==> src/rtl/mem_dump_unit.sv <==
// mem_dump_unit: reads DUMP_WORDS words from data memory and streams each to a UART, MSB byte first.
// Defining MEM_DUMP_HEADER_EN prepends a single 0xA5 header byte to every run.
module mem_dump_unit #(
  parameter int MEM_SIZE    = 1024,
  parameter int DUMP_WORDS  = 32,
  parameter int ADDR_LENGTH = 32,
  parameter int DATA_LENGTH = 32
) (
  input  logic                   i_clk,
  input  logic                   i_rst,
  input  logic                   i_start,
  output logic [ADDR_LENGTH-1:0] o_mem_addr,
  output logic                   o_mem_re,
  input  logic [DATA_LENGTH-1:0] i_mem_data,
  output logic [7:0]             o_tx_data,
  output logic                   o_tx_start,
  input  logic                   i_tx_done,
  output logic                   o_busy,
  output logic                   o_done
);

  localparam int WCW = (MEM_SIZE > 1) ? $clog2(MEM_SIZE) : 1;
  localparam logic [WCW-1:0] LAST_WORD = WCW'(DUMP_WORDS - 1);

  typedef enum logic [2:0] {
    ST_IDLE    = 3'd0,
    ST_ADDR    = 3'd2,
    ST_LATCH   = 3'd3,
    ST_SEND    = 3'd4,
    ST_WAIT_TX = 3'd5,
    ST_DONE    = 3'd6
`ifdef MEM_DUMP_HEADER_EN
    , ST_HDR   = 3'd1
`endif
  } state_t;

  state_t                 state_q, state_d;
  logic [WCW-1:0]         word_cnt_q, word_cnt_d;
  logic [WCW-1:0]         word_inc;
  logic [1:0]             byte_cnt_q, byte_cnt_d;
  logic [31:0]            shift_q, shift_d;
  logic [ADDR_LENGTH-1:0] addr_q, addr_d;
  logic                   re_q, re_d;
  logic [7:0]             tx_data_q, tx_data_d;
  logic                   tx_start_q, tx_start_d;
  logic                   busy_q, busy_d;
  logic                   done_q, done_d;

  // Next-state logic; outputs are computed one cycle ahead so each is high exactly while its state is current
  always_comb begin
    state_d    = state_q;
    word_cnt_d = word_cnt_q;
    byte_cnt_d = byte_cnt_q;
    shift_d    = shift_q;
    addr_d     = addr_q;
    re_d       = 1'b0;
    tx_data_d  = tx_data_q;
    tx_start_d = 1'b0;
    busy_d     = busy_q;
    done_d     = 1'b0;
    word_inc   = word_cnt_q + {{(WCW-1){1'b0}}, 1'b1};
    case (state_q)
      ST_IDLE: begin
        if (i_start) begin
          word_cnt_d = {WCW{1'b0}};
          busy_d     = 1'b1;
`ifdef MEM_DUMP_HEADER_EN
          state_d    = ST_HDR;
          tx_data_d  = 8'hA5;
          tx_start_d = 1'b1;
`else
          state_d    = ST_ADDR;
          addr_d     = {ADDR_LENGTH{1'b0}};
          re_d       = 1'b1;
`endif
        end else begin
          state_d = ST_IDLE;
        end
      end
`ifdef MEM_DUMP_HEADER_EN
      ST_HDR: begin
        if (i_tx_done) begin
          state_d = ST_ADDR;
          addr_d  = ADDR_LENGTH'(word_cnt_q);
          re_d    = 1'b1;
        end else begin
          state_d = ST_HDR;
        end
      end
`endif
      ST_ADDR: begin
        state_d = ST_LATCH;
      end
      ST_LATCH: begin
        shift_d    = i_mem_data[31:0];
        byte_cnt_d = 2'd0;
        tx_data_d  = i_mem_data[31:24];
        tx_start_d = 1'b1;
        state_d    = ST_SEND;
      end
      ST_SEND: begin
        state_d = ST_WAIT_TX;
      end
      ST_WAIT_TX: begin
        if (i_tx_done) begin
          shift_d    = {shift_q[23:0], 8'h00};
          byte_cnt_d = byte_cnt_q + 2'd1;
          // byte_cnt_q is the index of the byte just finished; 3 means the word is complete
          if (byte_cnt_q != 2'd3) begin
            state_d    = ST_SEND;
            tx_data_d  = shift_q[23:16];
            tx_start_d = 1'b1;
          end else if (word_cnt_q < LAST_WORD) begin
            word_cnt_d = word_inc;
            addr_d     = ADDR_LENGTH'(word_inc);
            re_d       = 1'b1;
            state_d    = ST_ADDR;
          end else begin
            state_d = ST_DONE;
            done_d  = 1'b1;
            busy_d  = 1'b0;
          end
        end else begin
          state_d = ST_WAIT_TX;
        end
      end
      ST_DONE: begin
        state_d = ST_IDLE;
      end
      default: begin
        state_d = ST_IDLE;
        busy_d  = 1'b0;
      end
    endcase
  end

  // State and output registers with synchronous reset
  always_ff @(posedge i_clk) begin
    if (i_rst) begin
      state_q    <= ST_IDLE;
      word_cnt_q <= {WCW{1'b0}};
      byte_cnt_q <= 2'd0;
      shift_q    <= 32'h0000_0000;
      addr_q     <= {ADDR_LENGTH{1'b0}};
      re_q       <= 1'b0;
      tx_data_q  <= 8'h00;
      tx_start_q <= 1'b0;
      busy_q     <= 1'b0;
      done_q     <= 1'b0;
    end else begin
      state_q    <= state_d;
      word_cnt_q <= word_cnt_d;
      byte_cnt_q <= byte_cnt_d;
      shift_q    <= shift_d;
      addr_q     <= addr_d;
      re_q       <= re_d;
      tx_data_q  <= tx_data_d;
      tx_start_q <= tx_start_d;
      busy_q     <= busy_d;
      done_q     <= done_d;
    end
  end

  assign o_mem_addr = addr_q;
  assign o_mem_re   = re_q;
  assign o_tx_data  = tx_data_q;
  assign o_tx_start = tx_start_q;
  assign o_busy     = busy_q;
  assign o_done     = done_q;

endmodule

==> config.mk <==
export PLATFORM = sky130hd
export DESIGN_NAME = mem_dump_unit
export DESIGN_NICKNAME = d
export VERILOG_FILES = /design/src/rtl/mem_dump_unit.sv
export SDC_FILE = /design/constraint.sdc
export NUM_CORES = 1
export LEC_CHECK = 0
export CORE_ASPECT_RATIO = 0.6
export CORE_UTILIZATION = 50
export CTS_BUF_LIST = sky130_fd_sc_hd__clkbuf_8
export DETAILED_ROUTE_END_ITERATION = 6
export PLACE_DENSITY = 0.87
export SETUP_SLACK_MARGIN = 0.1
export SLEW_MARGIN = 20
export SYNTH_ARGS = -nofsm -noshare
export SYNTH_HDL_FRONTEND = slang
export SYNTH_SLANG_ARGS = --single-unit
==> constraint.sdc <==
create_clock -name i_clk -period 3.2 [get_ports i_clk]
set_clock_uncertainty 0.15 [all_clocks]
set_input_delay 0.64 -clock i_clk [delete_from_list [all_inputs] [get_ports i_clk]]
set_output_delay 0.64 -clock i_clk [all_outputs]
set_load 0.03 [all_outputs]
==> run_results.csv <==
group,metric,value,unit
run_status,status,"finished clean",
setup_path,worstPathRequired,3280,ps
sta,drv_slew,0,
worst_hold_path,worstHoldStart,"shift_q[4]",
worst_hold_path,min_delay_worst_endpoint,"shift_q[12]",
clock_network,cts_buffers,5,
finish,multi_input_area,0.00112,mm²
detailed_routing,totalWireLength,5360,µm
synthesis,synth_cell_types,36,
clock_network,root_buffer,"clkbuf_8",
sta,whs,324,ps
placed_design,port_buffers,57,
detailed_routing,via_per_inst,5.38,
floorplan,die_h,54.6,µm
setup_path,critPathKind,"input port to flop",
detailed_routing,num_vias,2099,
placed_design,dpl_cell_area,0.00283,mm²
setup_path,crit_arrival,2610,ps
synthesis,syn_inst,284,
sta,setup_viol,0,
global_route,grt_pass1_wl,8540,µm
finish,regArea,0.00102,mm²
finish,drive_above_1_share,4.55,%
clock_network,cts_hold_buffers,0,
worst_hold_path,hold_class,"flop to flop",
detailed_routing,drc,0,
floorplan,die-area,0.00490,mm²
synthesis,async_flop_share,0,%
sta,timing.final.crit_period,2530,ps
setup_path,setup.reg_to_reg.worst_slack,810,ps
setup_path,ff2ff_path_depth,6,
finish,fin_nets,367,
pwr,power.leakage,1.09,nW
sta,hold_viol,0,
finish,fill_cells,369,
global_route,grt_usage,22.8,%
sta,max_freq,396,MHz
placed_design,pre_cts_ws,430,ps
placed_design,dp_cells,382,
finish,layout_common_cells,"nand2_1 (57), clkdlybuf4s50_1 (57), dfxtp_1 (51)",
placed_design,dp_hpwl,3620,µm
pwr,total_power,1.26,mW
finish,layoutNonFillerInstCount,390,
floorplan,start_util,54.2,%
synthesis,synthFlopType,"dfxtp_1",
synthesis,synthAdderAreaFrac,1.08,%
synthesis,synth_mux_area_share,0,%
floorplan,core,0.00426,mm²
setup_path,r2r_start,"state_q[2]",
clock_network,htree_levels,2,
floorplan,dieWidth,89.7,µm
floorplan,io_pins,80,
clock_network,cts.sinks,51,
finish,n_antenna_cell,0,
synthesis,synth-simple-area-share,24.7,%
pwr,p_per_area,429,mW/mm²
global_route,gr-total-overflow,0,
global_route,antenna_found_initial,0,
synthesis,synth_compound_area_share,18.5,%
sta,worst_slack,674,ps
synthesis,yosys.area_share.xor_xnor,0,%
clock_network,cts_tree,"built",
synthesis,yosysSeqAreaShare,44.2,%
finish,final_util,68.9,%
run,max_cap_violations,0,
clock_network,clock_latency,310,ps
sta,fin_crit_sh,78.9,%
synthesis,synth-seq-cells,51,
detailed_routing,drt_iter0_drc,91,
finish,finalInstanceArea,0.00293,mm²
clock_network,clk_pin_slew,90,ps
clock_network,cts_setup_buffers,0,
floorplan,rows,18,
sta,tns,0,ps
setup_path,critPathLaunchType,"input port",
synthesis,synth_warnings,0,
global_route,grt_max_degree,33,
detailed_routing,final_antenna_net_count,0,
synthesis,synth_edf_count,0,
sta,relSlewSlack,48.9,%
synthesis,synth.avg_cell_area,8.13,µm²
placed_design,routabilityCongestion,0.837,
clock_network,cts_resized,0,
clock_network,clockBufferDepth,2,
global_route,grt_pass1_vias,1862,
finish,area_delta_synth_final,27.0,%
synthesis,synth_top_family_by_area,"simple AND/OR/NAND/NOR gates",
setup_path,critPathMaxFanout,13,
setup_path,rr_endpoint,"o_tx_data[6]",
detailed_routing,dr.pass1.iters,4,
detailed_routing,avgRoutedWirePerCell,13.7,µm
setup_path,worst_setup_path_end_kind,"flop",
sta,rsz0062_at_grt,"false",
pwr,vdd_ir_drop_max,269,µV
sta,tightest_slew,766,ps
synthesis,syn_area,0.00231,mm²
worst_hold_path,hold_depth,2,
[kinds of logic after synthesis]
group	after synthesis
fa+ha+maj	2
other cells	1
compound gates	57
buf+inv	46
simple gates	127
flops	51
[worst max-delay path, stage by stage]
cell and delay [ps]:
clkdlybuf4s50_1 630, nand2_1 150, a31oi_1 290, o22ai_2 220, or4_1 520, a21oi_1 160
[worst max path at each step]
stage	startpoint	endpoint	slack, ps	depth (start not counted)
after floorplan	o_mem_addr[6]	o_mem_addr[3]	1020	5
after global placement	i_tx_done	o_mem_addr[3]	500	6
after detailed placement	i_tx_done	o_mem_addr[3]	430	6
after CTS	i_tx_done	o_mem_addr[3]	720	6
after global routing	i_tx_done	o_mem_addr[3]	560	6
final	i_tx_done	o_mem_addr[3]	670	6
[synth_stat cells (2+ instances only)]
library cell / instances / area (µm²)
nand2_1: 57 / 214
a22oi_1: 8 / 60.1
a21oi_1: 11 / 55.1
clkbuf_1: 16 / 60.1
ha_1: 2 / 25.0
o21a_1: 3 / 22.5
buf_4: 22 / 165
a31oi_1: 2 / 12.5
buf_2: 5 / 25.0
dfxtp_1: 51 / 1020
nand3b_1: 2 / 15.0
nor2_1: 42 / 158
nor2b_1: 2 / 12.5
or4_1: 2 / 15.0
and2_1: 2 / 12.5
o21ai_0: 4 / 20.0
a311oi_1: 24 / 210
nand3_1: 5 / 25.0
and3b_1: 3 / 26.3
nor3_1: 4 / 20.0
inv_1: 2 / 7.51
[power breakdown]
| part | leakage (nW) | internal (mW) | switching [mW] |
|---|---|---|---|
| combinational | 0.621 | 0.0777 | 0.110 |
| sequential | 0.413 | 0.654 | 0.0158 |
| clock | 0.0557 | 0.194 | 0.206 |
| total | 1.09 | 0.926 | 0.332 |
[flip-flops by register name, summed over array words and instances (netlist names)]
signal      flops
byte_cnt_q      2
shift_q        24
o_done          1
o_mem_re        1
o_tx_start      1
o_tx_data       8
o_mem_addr     10
state_q         3
o_busy          1
[per-layer routing]
| metal | track usage, % | share of wire [%] | up-vias |
|---|---|---|---|
| li1 | - | - | 1033 |
| met1 | 29.9 | 47 | 968 |
| met2 | 37.3 | 45 | 84 |
| met4 | 9.56 | 1.5 | 0 |
| met3 | 5.28 | 6.4 | 14 |
| met5 | 0 | 0 | - |
[layout make-up]
class	count	area share (%)
clock inverter	1	0.128
tap	60	2.56
clock buffer	7	3.28
timing repair buffer	61	20.9
inverter	2	0.256
sequential	51	34.8
multi-input combinational	208	38.1
(Power assumes the default switching activity.)
==> edit, RTL diff (same flow settings) <==
Take the reset off `tx_data_q` and load it in a clocked block of its own.
--- a/src/rtl/mem_dump_unit.sv
+++ b/src/rtl/mem_dump_unit.sv
@@ -144,5 +144,4 @@
       addr_q     <= {ADDR_LENGTH{1'b0}};
       re_q       <= 1'b0;
-      tx_data_q  <= 8'h00;
       tx_start_q <= 1'b0;
       busy_q     <= 1'b0;
@@ -155,9 +154,12 @@
       addr_q     <= addr_d;
       re_q       <= re_d;
-      tx_data_q  <= tx_data_d;
       tx_start_q <= tx_start_d;
       busy_q     <= busy_d;
       done_q     <= done_d;
     end
+  end
+
+  always_ff @(posedge i_clk) begin
+    tx_data_q <= tx_data_d;
   end
 
Formal check against the unedited RTL: differs if i_rst is asserted again (counterexample within 4 cycles, from zero or initial values and one cycle with i_rst high); with i_rst held inactive, the same outputs for 10 cycles.
==> edit against the original RTL <==
First-iteration DRC count rose by 13%. Wire length fell by 5.2%. Total power rose by 9.0%. Cell area rose by 2.0%. Area after synthesis rose by 1.5%. Sequential cell count did not move. Clock power rose by 31%. Register-to-register slack got worse by 0.03 ns. Critical path depth fell by 2. Worst setup slack improved by 0.11 ns.
==> edit: results (changes against the original RTL) <==
[status]
status = completed

[placed_design]
gp_congestion = 0.842  ; +0.60%
dp_slack_ns = 0.704  ; +0.274 ns
port-buffer-count = 57  ; unchanged
hpwl_um = 3580  ; -1.1%
place_area_sq_um = 2850  ; +1.0%
dpl.cell_count = 372  ; -2.6%

[route]
drcViolationCount = 0  ; unchanged
post_drt_wl_per_cell_um = 13.4  ; -2.7%
routed-wl-met2_um = 2310  ; -5.2%
vias = 1964  ; -6.4%
dr.pass1.iters = 5  ; +1
drtIter0Drc = 103  ; +13%
met1_length_um = 2380  ; -5.1%
wl_um = 5080  ; -5.2%
wl_met3_um = 382  ; +12%

[cts]
clockRootBuffer = clkbuf_8
clk_pin_slew_ns = 0.10
cts_max_level = 2  ; unchanged
clock_path_buffers = 2  ; unchanged
cts_resized = 0  ; unchanged

[finish]
n_fill_cell = 346  ; -6.2%
drive_above_1_share = 0.0656  ; +0.0202
final_area_sq_um = 2990  ; +2.0%
largest_register = shift_q
fin_nets = 357  ; -2.7%
n_antenna_cell = 0  ; unchanged

[logic_synthesis]
synth.distinct_cells = 45  ; +25%
synth.area.mux_share = 0  ; unchanged
synth_area_per_cell_sq_um = 8.71  ; +7.2%
synth_adder_area_share = 0.0107  ; -0.000162
synth_common_cells = 59 x nand2_1, 43 x dfxtp_1, 35 x nor2_1, 24 x buf_4, 16 x a311oi_1
yosysSeqAreaShare = 0.470  ; +0.0276
synth-compound-area-share = 0.147  ; -0.0380
synth_xor_xnor_area_share = 0  ; unchanged
synth-edff-count = 8  ; +8
ys_top_cells_by_area = dfxtp_1 37%, edfxtp_1 10%, nand2_1 9.5%
yosys_warnings = 0  ; unchanged

[min_path]
hold_class = flop to flop

[pwr]
power.leakage_nw = 1.16  ; +6.7%
ir_drop_mv = 0.214  ; -21%

[worst_setup_path]
crit_path_top_delay_cell = nor4_4
worst_ep_arrival_time_ns = 2.46  ; -0.15 ns
slowest_delay_ns = 0.65  ; +0.02 ns
crit_fanout = 16  ; +3

[timing]
maxSlewHeadroom = 0.524  ; +0.0344

[global_route]
grt_pass1_vias = 1720  ; -7.6%
grt_max_degree = 33  ; unchanged
use_met2 = 0.356  ; -0.0168
grt_use_met3 = 0.0546  ; +0.00187
grt_pass1_wl_um = 8100  ; -5.2%
grt_use_total = 0.216  ; -0.0122
gr-usage-met1 = 0.283  ; -0.0160

-- edit: changes by cell type after synthesis, moves of 5 or more --
cell      before  now
nor2_1        42   35
clkbuf_1      16    5
a311oi_1      24   16
edfxtp_1       0    8
dfxtp_1       51   43
a21oi_1       11    6
-- edit: power breakdown --
group	switching (W)	internal, W
clock	0.000215	0.000312
sequential	0.0000143	0.000668
combinational	0.0000927	0.0000698
-- edit: worst paths after layout --
check / cells after the start / endpoint / slack [ns] / startpoint
min: 2 / shift_q[15] / 0.33 / shift_q[7]
max reg2reg: 4 / o_mem_addr[3] / 0.78 / state_q[0]
min reg2reg: 2 / shift_q[15] / 0.33 / shift_q[7]
max: 4 / o_mem_addr[3] / 0.78 / state_q[0]
-- edit: cell type report --
class	instances	share of cell area
Clock buffer	5	0.0230
Clock inverter	3	0.0226
Inverter	3	0.00377
Multi-Input combinational cell	196	0.354
Sequential cell	51	0.368
Tap cell	60	0.0251
Timing Repair Buffer	62	0.203
